--- src/rtl/pcm_arb_pkg.sv ---
// pcm_arb_pkg
// Shared encodings and widths for the PCM sample-memory arbiter:
// FSM state encoding, requester indices, arbitration policy codes and
// the address/data widths of the PCM read port.

package pcm_arb_pkg;

  localparam int PCM_ADDR_W = 24;
  localparam int PCM_DATA_W = 8;

  localparam int REQ_A = 0;
  localparam int REQ_B = 1;

  localparam int PRIORITY_RR      = 0;
  localparam int PRIORITY_B_FIXED = 1;

  typedef enum logic [1:0] {
    S_IDLE    = 2'd0,
    S_GRANT_A = 2'd1,
    S_GRANT_B = 2'd2
  } arb_state_e;

endpackage

--- src/rtl/pcm_arb_watchdog.sv ---
// pcm_arb_watchdog
// Grant watchdog for pcm_mem_arbiter, only instantiated when PCM_ARB_TIMEOUT_EN
// is defined. Counts grant cycles that pass without a memory completion and
// flags expiry once the count reaches TIMEOUT_CYCLES.
// Ports:
//   clk, reset_n   clock, async active-low reset
//   active_i       a grant is in progress (counter held at 0 otherwise)
//   done_i         memory completion this cycle
//   count_reset_i  synchronous clear of the sticky error
//   expire_o       combinational: the grant has timed out this cycle
//   error_o        sticky timeout flag

module pcm_arb_watchdog #(
  parameter int TIMEOUT_CYCLES = 255
) (
  input  logic clk,
  input  logic reset_n,
  input  logic active_i,
  input  logic done_i,
  input  logic count_reset_i,
  output logic expire_o,
  output logic error_o
);

  localparam logic [15:0] LIMIT = 16'(TIMEOUT_CYCLES);

  logic [15:0] cnt_q, cnt_d;
  logic        err_q, err_d;

  // A real completion in the expiry cycle wins over the forced one.
  assign expire_o = active_i && !done_i && (cnt_q == LIMIT);
  assign error_o  = err_q;

  always_comb begin
    cnt_d = '0;
    err_d = err_q;
    if (active_i && !done_i) begin
      cnt_d = cnt_q + 16'd1;
    end
    if (count_reset_i) begin
      err_d = 1'b0;
    end else if (expire_o) begin
      err_d = 1'b1;
    end
  end

  always_ff @(posedge clk or negedge reset_n) begin
    if (!reset_n) begin
      cnt_q <= '0;
      err_q <= 1'b0;
    end else begin
      cnt_q <= cnt_d;
      err_q <= err_d;
    end
  end

endmodule

--- src/rtl/pcm_mem_arbiter.sv ---
// pcm_mem_arbiter
// Shares the single PCM sample-memory read port between the ADPCM-A and
// ADPCM-B readers. One request is selected, its address latched and driven
// to memory until mem_ready; data and ready go back to the owner only.
// Per-requester completion counters are kept for status.
// Ports:
//   clk, reset_n                   clock, async active-low reset
//   a_mem_* / b_mem_*              requester valid/addr in, ready/rdata out
//   mem_valid, mem_addr            memory request out (registered)
//   mem_ready, mem_rdata           memory completion in
//   grant                          one-hot owner, bit0 = A, bit1 = B
//   count_reset                    synchronous clear of counters and error flag
//   a_count, b_count               completed transactions (wrapping)
//   timeout_error                  sticky watchdog flag
// Build option: define PCM_ARB_TIMEOUT_EN to add the grant watchdog
// (pcm_arb_watchdog); otherwise grants wait indefinitely and
// timeout_error is tied 0.
//
// state     | meaning
// S_IDLE    | no owner; any pending request is arbitrated this cycle
// S_GRANT_A | ADPCM-A owns the memory port until mem_ready (or timeout)
// S_GRANT_B | ADPCM-B owns the memory port until mem_ready (or timeout)

module pcm_mem_arbiter
  import pcm_arb_pkg::*;
#(
  parameter int PRIORITY_MODE  = PRIORITY_RR,
  parameter int TIMEOUT_CYCLES = 255
) (
  input  logic                  clk,
  input  logic                  reset_n,
  input  logic                  a_mem_valid,
  input  logic [PCM_ADDR_W-1:0] a_mem_addr,
  output logic                  a_mem_ready,
  output logic [PCM_DATA_W-1:0] a_mem_rdata,
  input  logic                  b_mem_valid,
  input  logic [PCM_ADDR_W-1:0] b_mem_addr,
  output logic                  b_mem_ready,
  output logic [PCM_DATA_W-1:0] b_mem_rdata,
  output logic                  mem_valid,
  output logic [PCM_ADDR_W-1:0] mem_addr,
  input  logic                  mem_ready,
  input  logic [PCM_DATA_W-1:0] mem_rdata,
  output logic [1:0]            grant,
  input  logic                  count_reset,
  output logic [15:0]           a_count,
  output logic [15:0]           b_count,
  output logic                  timeout_error
);

  arb_state_e            state_q, state_d;
  logic [PCM_ADDR_W-1:0] addr_q, addr_d;
  logic                  last_b_q, last_b_d;  // owner of the last finished grant was B
  logic [15:0]           a_count_q, b_count_q;
  logic                  a_inc, b_inc;
  logic                  pick_b;
  logic                  in_grant;
  logic                  wd_expire;

  assign in_grant = (state_q != S_IDLE);

  // B takes the port when alone, under fixed priority, or on a round-robin
  // tie when A was served last.
  assign pick_b = b_mem_valid &&
                  (!a_mem_valid || (PRIORITY_MODE == PRIORITY_B_FIXED) || !last_b_q);

  always_comb begin
    state_d  = state_q;
    addr_d   = addr_q;
    last_b_d = last_b_q;
    a_inc    = 1'b0;
    b_inc    = 1'b0;
    case (state_q)
      S_IDLE: begin
        if (a_mem_valid || b_mem_valid) begin
          state_d = pick_b ? S_GRANT_B : S_GRANT_A;
          addr_d  = pick_b ? b_mem_addr : a_mem_addr;
        end
      end
      S_GRANT_A: begin
        if (mem_ready || wd_expire) begin
          a_inc    = mem_ready;
          last_b_d = 1'b0;
          state_d  = S_IDLE;
        end
      end
      S_GRANT_B: begin
        if (mem_ready || wd_expire) begin
          b_inc    = mem_ready;
          last_b_d = 1'b1;
          state_d  = S_IDLE;
        end
      end
      default: state_d = S_IDLE;
    endcase
  end

  always_ff @(posedge clk or negedge reset_n) begin
    if (!reset_n) begin
      state_q   <= S_IDLE;
      addr_q    <= '0;
      last_b_q  <= 1'b0;
      a_count_q <= '0;
      b_count_q <= '0;
    end else begin
      state_q  <= state_d;
      addr_q   <= addr_d;
      last_b_q <= last_b_d;
      if (count_reset) begin
        a_count_q <= '0;
        b_count_q <= '0;
      end else begin
        if (a_inc) a_count_q <= a_count_q + 16'd1;
        if (b_inc) b_count_q <= b_count_q + 16'd1;
      end
    end
  end

  assign mem_valid = in_grant;
  assign mem_addr  = addr_q;
  assign grant     = {state_q == S_GRANT_B, state_q == S_GRANT_A};
  assign a_count   = a_count_q;
  assign b_count   = b_count_q;

  // A forced (timeout) completion returns zero data.
  assign a_mem_ready = (state_q == S_GRANT_A) && (mem_ready || wd_expire);
  assign b_mem_ready = (state_q == S_GRANT_B) && (mem_ready || wd_expire);
  assign a_mem_rdata = ((state_q == S_GRANT_A) && !wd_expire) ? mem_rdata : '0;
  assign b_mem_rdata = ((state_q == S_GRANT_B) && !wd_expire) ? mem_rdata : '0;

`ifdef PCM_ARB_TIMEOUT_EN
  pcm_arb_watchdog #(
    .TIMEOUT_CYCLES(TIMEOUT_CYCLES)
  ) u_watchdog (
    .clk          (clk),
    .reset_n      (reset_n),
    .active_i     (in_grant),
    .done_i       (mem_ready),
    .count_reset_i(count_reset),
    .expire_o     (wd_expire),
    .error_o      (timeout_error)
  );
`else
  assign wd_expire     = 1'b0;
  assign timeout_error = 1'b0;
`endif

  if (TIMEOUT_CYCLES < 2 || TIMEOUT_CYCLES > 65535) begin : g_bad_timeout
    $error("pcm_mem_arbiter: TIMEOUT_CYCLES must be within 2..65535");
  end

endmodule

--- config.mk ---
export PLATFORM = sky130hd
export DESIGN_NAME = pcm_mem_arbiter
export DESIGN_NICKNAME = d
export VERILOG_FILES = /design/src/rtl/pcm_arb_pkg.sv /design/src/rtl/pcm_arb_watchdog.sv /design/src/rtl/pcm_mem_arbiter.sv
export SDC_FILE = /design/constraint.sdc
export NUM_CORES = 1
export LEC_CHECK = 0
export CORE_UTILIZATION = 31
export CTS_CLUSTER_DIAMETER = 50
export CTS_CLUSTER_SIZE = 12
export DETAILED_ROUTE_END_ITERATION = 6
export PLACE_DENSITY = 0.77
export SETUP_SLACK_MARGIN = 0.3
export SLEW_MARGIN = 0
export SYNTH_ARGS = -nofsm -noshare
export SYNTH_HDL_FRONTEND = slang
export SYNTH_SLANG_ARGS = --single-unit
--- constraint.sdc ---
create_clock -name clk -period 1.7 [get_ports clk]
set_clock_uncertainty 0.15 [all_clocks]
set_input_delay 0.425 -clock clk [delete_from_list [all_inputs] [get_ports clk]]
set_output_delay 0.425 -clock clk [all_outputs]
set_load 0.05 [all_outputs]
Yosys cells after proc, flatten, opt, wreduce, memory -nomap -nowiden --
Cells that the tools add are included.
Cells by class: shifts and indexed selects 0, add/sub/neg operators 2, equal/unequal tests 6, multiplexer cells 17, order comparisons 0, bitwise gates (word level) 0, $mul 0, divide/modulo/power cells 0, reductions and logical operators 16
Operators with widths (count):
- 16-bit 2-to-1 mux | 4
- 16-bit by 1-bit adder with 16-bit output (second input constant) | 2
- 24-bit 2-to-1 mux | 1
- 8-bit 2-to-1 mux | 2
- 2-bit nonzero test | 4
- 2-bit 2-to-1 mux | 3
- 2-bit inequality test (second input constant) | 3
- 1-bit 2-to-1 mux | 5
- 2-bit one-hot mux with 2 select lines | 1
- 2-bit AND reduction | 2
- 1-bit logical AND | 3
- 3-bit AND reduction | 1
- 2-bit by 1-bit equality test with 1-bit output (second input constant) | 1
- 2-bit equality test (second input constant) | 1
- 1-bit logical NOT | 2
- 2-bit logical NOT | 1
- 1-bit logical OR | 2
- 2-bit by 1-bit inequality test with 1-bit output (second input constant) | 1
- 1-bit one-hot mux with 2 select lines | 1
- 2-bit OR reduction | 1
Storage, ports and cells: output and inout bits 78, ROM bits 0, bits of input ports 62, register bits 59, logic and storage cells 46, latch bits 0, memories 0, memory bits (writable) 0

Logic depth before layout (Yosys ltp) --
Gate-level depths: netlist (run 1).
depth after elaboration 6, depth in mapped cells 8, depth with buffers taken out 6

Least setup slack after synthesis (run 1) --
Ideal clock, no wire load.
path type register -> output, from register state_q[1], to output a_mem_ready, buffers on the path 1, data arrival time 1.673 ns, slack -0.548 ns, required time 1.125 ns, stages on the path, launching flop included 6, cell sequence dfrtp_1 > inv_1 > ha_1 > clkbuf_1 > nand2_1 > inv_1
Between the ends: word-level cells in the longest chain between the ends 2
RTL lines:
- start, declared | RTL line pcm_mem_arbiter.sv:51 | arb_state_e state_q, state_d;
- start signal, assigned | RTL line pcm_mem_arbiter.sv:106 | state_q <= state_d;
- 2-bit by 1-bit equality test with 1-bit output
- via grant[0] | RTL line pcm_mem_arbiter.sv:44 | output logic [1:0] grant,
- 1-bit logical AND | RTL line pcm_mem_arbiter.sv:126 | assign a_mem_ready = (state_q == S_GRANT_A) && (mem_ready || wd_expire);
- end, declared | RTL line pcm_mem_arbiter.sv:34 | output logic a_mem_ready,
The timed path passes the listed nets, and every way through them passes these cells.

Worst setup path in the final report (run 1) --
from register state_q[0], to output a_mem_rdata[0]
Between the ends: word-level cells in the longest chain between the ends 2
RTL lines:
- 2-bit by 1-bit equality test with 1-bit output | RTL line pcm_mem_arbiter.sv:128 | assign a_mem_rdata = ((state_q == S_GRANT_A) && !wd_expire) ? mem_rdata : '0;
- 8-bit 2-to-1 mux | RTL line pcm_mem_arbiter.sv:128
- end, declared | RTL line pcm_mem_arbiter.sv:35 | output logic [PCM_DATA_W-1:0] a_mem_rdata,
Every way passes these cells.

==> flow_metrics.env, run 1 <==
export IMPL_outcome="finished, violations left"
export IMPL_violations="setup timing"
export IMPL_port_buffers=138
export IMPL_clk_pin_slew_ns=0.06
export IMPL_critical_path_top_delay_family="buffers and inverters"
export IMPL_grtUsageTotal_pct=20.3
export IMPL_critPathCaptureType="output port"
export IMPL_cts_tree="done"
export IMPL_layout_nets=619
export IMPL_synth_seq_area_share_pct=49.2
export IMPL_synth_nets=374
export IMPL_synth_cell_type_count=35
export IMPL_p_switching_w=0.00382
export IMPL_p_seq_share_pct=22.3
export IMPL_ios=140
export IMPL_cts_htree_levels=3
export IMPL_crit_chain="buf_6 -> ha_4 -> buf_12 -> and2_4 -> buf_12"
export IMPL_syn_to_final_growth_pct=128
export IMPL_fp_coreArea_um2=9280
export IMPL_arrival_ns=1.45
export IMPL_min_from="mem_addr[0]"
export IMPL_antenna_cells=0
export IMPL_cp_required_ns=1.12
export IMPL_timing_final_ws_setup_ns=-0.325
export IMPL_grt_pass1_vias=3402
export IMPL_ys_ff_latch=59
export IMPL_cts_buffers=9
export IMPL_peakVddDrop_mv=1.21
export IMPL_clockBufferDepth=2
export IMPL_insertion_delay_ns=0.33
export IMPL_fin_crit_sh_pct=119
export IMPL_r2r_start="state_q[1]"
export IMPL_powerDensity_nw_per_um2=1400
export IMPL_drt_total_wl_um=10600
export IMPL_slowest_delay_ns=0.39
export IMPL_slew_violations=0
export IMPL_place_area_um2=5800
export IMPL_drive_gt1_share_pct=52.4
export IMPL_drt_iter0_markers=100
export IMPL_grt_start_max_net_pins=31
export IMPL_place_detailed_hpwl_um=6940
export IMPL_route_detailed_drc=0
export IMPL_combPwrFrac_pct=62.4
export IMPL_utilization_pct=73.6
export IMPL_initial_utilization_pct=32.3
export IMPL_ant_nets=0
export IMPL_dr_total_vias=3258
export IMPL_routabilityCongestion=0.787
export IMPL_start_kind="flip-flop"
export IMPL_p_int_w=0.00572
export IMPL_netlist_instances=307
export IMPL_cap_violations=0
export IMPL_holdPathEnd="mem_addr[0]"
export IMPL_first_pass_iters=4
export IMPL_layout_min_cycle_time_ns=2.03
export IMPL_netSwitchingFraction_pct=40.0
export IMPL_synth_cell_area_um2=3000
export IMPL_grt_first_pass_wirelength_um=15900
export IMPL_path_common_cell="buf_12"
export IMPL_cpMaxStageDelayCell="dfrtp_1"
export IMPL_antenna_found_initial=0
export IMPL_r2r_cells=8
export IMPL_crit_buf_inv=3
export IMPL_cts_root_buf="clkbuf_8"
export IMPL_holdPathStages=2
export IMPL_yosys_warnings=0
export IMPL_dieArea_um2=10100
export IMPL_die_x_um=100
export IMPL_fin_area_um2=6830
export IMPL_r2r_slack_ns=-0.25
export IMPL_grt_setup_unrepaired="true"
export IMPL_die_h_um=100
export IMPL_rows=35
export IMPL_fmax_ghz=0.494
export IMPL_p_leak_nw=3.05
export IMPL_avgViaCountPerCell=4.75
export IMPL_crit_fanout=9
export IMPL_overflow=0
export IMPL_crit_type="flip-flop to output port"
export IMPL_hold_class="flip-flop to flip-flop"
export IMPL_hold_violations=0
export IMPL_rr_endpoint="a_count[14]"
export IMPL_setup_viol=43
export IMPL_p_clk_share_pct=15.4
export IMPL_wl_per_cell_um=15.4
export IMPL_power_w=0.00953
export IMPL_avgSynthCellArea_um2=9.77
export IMPL_cts_sinks=59
[power by group through the flow]
stage / Clock (W) / Combinational [W] / Sequential, W
after floorplan: 0 / 0.00159 / 0.00300
after detailed placement: 0 / 0.00504 / 0.00213
after global placement: 0 / 0.00498 / 0.00211
final: 0.00146 / 0.00595 / 0.00212
after global routing: 0.00156 / 0.00622 / 0.00215
after CTS: 0.00149 / 0.00555 / 0.00212
[cell type report]
class                      instances  area (um^2)
timing repair buffer             253         3250
sequential                        59         1520
tap                              129          161
clock buffer                      12          155
multi-input combinational        223         1640
fill                             604         2450
clock inverter                     4         72.6
inverter                           6         33.8
[worst reg2reg max path: stages (launching register included)]
cell and delay (ns):
dfrtp_2 0.44, inv_2 0.08, ha_4 0.17, buf_6 0.10, buf_6 0.09, and4_4 0.21, nand3_2 0.09, or4_1 0.42
a21oi_1 0.13
[state kept, by name, indices dropped and copies added, names as in the netlist]
register  cells
a_count      16
last_b_q      1
state_q       2
b_count      16
mem_addr     24
[routing by layer]
layer	track usage (%)	part of all wire [%]	up-vias
met1	20.8	35	1573
met3	5.50	6.7	19
met5	0	0	-
met2	39.6	56	129
li1	-	-	1537
met4	6.58	2.1	0
[what timing repair did]
action / CTS / global route
pin swaps: 15 / 10
gates resized for setup: 74 / 13
endpoints found under the hold margin: 29 / 0
setup endpoints to repair: 136 / 134
hold buffers: 1 / 0
setup buffers: 41 / 19
cloned: 2 / 6
[cell families after synthesis]
family | count (synthesis) | synth area share (%)
AO/OA/AOI/OAI | 47 | 8.51
multiplexers | 24 | 8.01
AND/OR/NAND/NOR | 123 | 21.5
buffers and inverters | 26 | 4.13
XOR/XNOR | 22 | 6.43
other | 1 | 0.125
adder cells (fa/ha/maj) | 5 | 2.09
flip-flops | 59 | 49.2
[cell usage after synthesis (all sizes together)]
library cell,number,area (um^2)
or4,2,15.0
nand2b,1,6.26
and4,9,81.3
a21o,1,7.51
a22o,1,8.76
nor2b,1,6.26
a21oi,10,50.1
and3,2,12.5
dfrtp,59,1480
conb,1,3.75
nor2,25,93.8
inv,6,22.5
and2,18,113
nand4,12,81.3
ha,5,62.6
nand3,8,52.6
clkbuf,10,38.8
a21boi,1,7.51
buf,10,62.6
o21ai,30,150
xor2,21,184
xnor2,1,8.76
or3,5,31.3
o31ai,3,22.5
mux2i,24,240
nand2,40,150
a31o,1,8.76
[metrics by stage]
stage / TNS, ns / setup WS (ns) / hold slack (ns) / std cells
floorplan: -0.716 / -0.128 / -0.0206 / 307
global placement: -15.73 / -0.489 / 0.253 / 601
detailed placement: -16.66 / -0.469 / 0.252 / 601
CTS: -9.36 / -0.349 / 0.399 / 661
global route: -12.47 / -0.377 / 0.436 / 686
finish: -8.74 / -0.325 / 0.395 / 686
[worst max path at each step]
stage,from,end,depth (start not counted)
5_1_grt,state_q[0],a_mem_rdata[5],5
4_1_cts,state_q[1],a_mem_rdata[0],5
2_1_floorplan,state_q[1],a_count[14],6
3_3_place_gp,mem_ready,b_count[15],5
3_5_place_dp,mem_ready,b_count[15],5
6_report,state_q[0],a_mem_rdata[0],5
[cells in the final DEF, fill, tap and decap left out, types with 20 or more instances in the layout]
master            n
clkdlybuf4s50_1  58
mux2i_1          24
nor2_1           25
buf_12           81
buf_4            73
xor2_1           20
dfrtp_1          30
o21ai_1          24
nand2_1          32
buf_6            32
dfrtp_2          28
Note: power is estimated with default switching activity, not from simulation.
==> run 2, diff against run 1 <==
--- a/config.mk
+++ b/config.mk
@@ -5,11 +5,12 @@
 export SDC_FILE = /design/constraint.sdc
 export NUM_CORES = 1
 export LEC_CHECK = 0
-export CORE_UTILIZATION = 31
+export CORE_UTILIZATION = 37
 export CTS_CLUSTER_DIAMETER = 50
 export CTS_CLUSTER_SIZE = 12
 export DETAILED_ROUTE_END_ITERATION = 6
-export PLACE_DENSITY = 0.77
+export HOLD_SLACK_MARGIN = 0.06
+export PLACE_DENSITY = 0.75
 export SETUP_SLACK_MARGIN = 0.3
 export SLEW_MARGIN = 0
 export SYNTH_ARGS = -nofsm -noshare
==> run 2 against run 1 <==
Compared with the run above: the run still ends with setup timing left; sequential share of layout area down 1.9 points; register-to-register slack worse by 0.35 ns; combinational power up 32%; cell count down 0.58%; global-route usage up 12 points; critical path depth up 3; critical path type is now flip-flop to flip-flop; critical endpoint is now a_count[13]; highest routed layer unchanged.
==> flow_metrics.env, run 2 (synthesis results as in run 1) <==
export IMPL_outcome="finished, violations left"
export IMPL_violations="setup timing"
export IMPL_drive_gt1_share_pct=65.3
export IMPL_powerDensity_nw_per_um2=1580
export IMPL_ant_nets=0
export IMPL_dpl_worst_slack_ns=-0.481
export IMPL_start_kind="flip-flop"
export IMPL_initial_utilization_pct=38.6
export IMPL_fmax_ghz=0.435
export IMPL_die_h_um=92.0
export IMPL_cpMaxStageDelayCell="o21ai_0"
export IMPL_instances_no_fill=682
export IMPL_multiInputGateArea_um2=1930
export IMPL_first_pass_iters=5
export IMPL_fin_crit_sh_pct=135
export IMPL_routabilityCongestion=0.747
export IMPL_grt_first_pass_wirelength_um=20700
export IMPL_p_leak_nw=3.35
export IMPL_route_detailed_drc=0
export IMPL_clockBufferDepth=2
export IMPL_avgViaCountPerCell=5.78
export IMPL_grtUsageTotal_pct=32.5
export IMPL_fillers=123
export IMPL_cp_required_ns=1.78
export IMPL_hold_class="flip-flop to flip-flop"
export IMPL_drt_iter0_markers=266
export IMPL_layout_nets=642
export IMPL_grt_start_max_net_pins=60
export IMPL_cap_violations=0
export IMPL_port_buffers=138
export IMPL_layout_min_cycle_time_ns=2.30
export IMPL_overflow=0
export IMPL_timing_final_ws_setup_ns=-0.597
export IMPL_seqCellArea_um2=1520
export IMPL_dr_total_vias=3941
export IMPL_r2r_cells=8
export IMPL_slew_headroom_pct=63.5
export IMPL_critPathCaptureType="flip-flop"
export IMPL_insertion_delay_ns=0.36
export IMPL_peakVddDrop_mv=1.68
export IMPL_crit_buf_inv=3
export IMPL_hold_violations=0
export IMPL_setup_viol=75
export IMPL_crit_type="flip-flop to flip-flop"
export IMPL_clk_pin_slew_ns=0.08
export IMPL_layout_commonest_cell="buf_12"
export IMPL_most_common_layout_cells="82 x buf_12, 74 x buf_4, 57 x clkdlybuf4s50_1, 47 x buf_6, 32 x dfrtp_2"
export IMPL_holdPathStages=2
export IMPL_crit_chain="inv_2 -> ha_4 -> buf_4 -> buf_6 -> and4_4 -> nand4_4 -> o21ai_0 -> a21oi_2"
export IMPL_critical_path_top_delay_family="compound AO/OA/AOI/OAI gates"
export IMPL_dieArea_um2=8470
export IMPL_crit_fanout=5
export IMPL_place_detailed_hpwl_um=6720
export IMPL_grt_pass1_vias=3900
export IMPL_cts_root_buf="clkbuf_8"
export IMPL_syn_to_final_growth_pct=150
export IMPL_tightest_slew_ns=0.541
export IMPL_utilization_pct=96.6
export IMPL_antenna_found_initial=0
export IMPL_grt_setup_unrepaired="true"
export IMPL_arrival_ns=2.38
export IMPL_rows=32
export IMPL_die_x_um=92.0
export IMPL_largest_reg_flops=24
export IMPL_hold_ws_ns=0.446
export IMPL_slowest_delay_ns=0.50
export IMPL_cts_htree_levels=3
export IMPL_crit_cells=8
export IMPL_antenna_cells=0
export IMPL_fp_coreArea_um2=7770
export IMPL_cts_sinks=59
export IMPL_ios=140
export IMPL_drt_total_wl_um=18200
export IMPL_place_inst=573
export IMPL_slew_violations=0
export IMPL_wl_per_cell_um=26.7
export IMPL_cts_buffers=9
export IMPL_cts_tree="done"
[run 2: changes by cell type in the layout (fill, tap and decap cells not counted), sizes merged]
cell,previous run,this run
buf,189,214
clkdlybuf4s50,58,57
clkbuf,15,10
dlymetal6s2s,1,0
bufinv,2,4
bufbuf,0,1
clkinvlp,4,5
dlygate4sd2,1,3
o21ai,31,30
[run 2: final timing paths]
check	slack [ns]	from	endpoint
setup / recovery	-0.60	state_q[1]	a_count[13]
hold / removal	0.45	mem_addr[5]	mem_addr[5]
setup reg to reg	-0.60	state_q[1]	a_count[13]
hold reg to reg	0.45	mem_addr[5]	mem_addr[5]
max in group asynchronous	0.63	reset_n	mem_addr[21]
min in group asynchronous	0.47	reset_n	b_count[5]
[run 2: where the power goes]
group	total (W)	switching (W)	internal (W)
Sequential	0.00221	0.000457	0.00175
Combinational	0.00785	0.00385	0.00400
Clock	0.00183	0.000706	0.00112
Total	0.0119	0.00501	0.00688
[run 2: tightest hold or removal path: stages (launching register included)]
cell and delay, ns:
dfrtp_1 0.43, nand2_2 0.08, o21ai_2 0.05
[run 2: area by class of cell]
class,count,share of cell area (%)
flip-flops and latches,59,20.3
multi-input cells,222,25.8
clock buffers,9,1.65
clock inverters,7,1.87
repair buffers,277,48.3
well taps,102,1.70
inverters,6,0.450
[run 2: what timing repair did]
| action | CTS | global route |
|---|---|---|
| hold endpoints to repair | 59 | 0 |
| setup endpoints to repair | 135 | 136 |
| buffers inserted | 59 | 24 |
| cloned | 8 | 1 |
| gates resized for setup | 126 | 71 |
| hold buffers | 1 | 0 |
| pin swaps | 27 | 33 |
[run 2: metal layers]
metal / global-route usage (%) / routed length [um]
met1: 33.2 / 5910
met2: 61.9 / 9290
met3: 8.87 / 1580
met4: 12.5 / 1460
met5: 0 / 0
[run 2: per-stage QoR]
stage / cell area, um^2 / setup TNS (ns) / total power, W
final: 7500 / -19.83 / 0.0119
after floorplan: 3250 / -0.716 / 0.00459
after detailed placement: 5760 / -16.49 / 0.00718
after global placement: 5760 / -14.01 / 0.00708
after global routing: 7500 / -22.94 / 0.0121
after CTS: 7020 / -8.80 / 0.0105
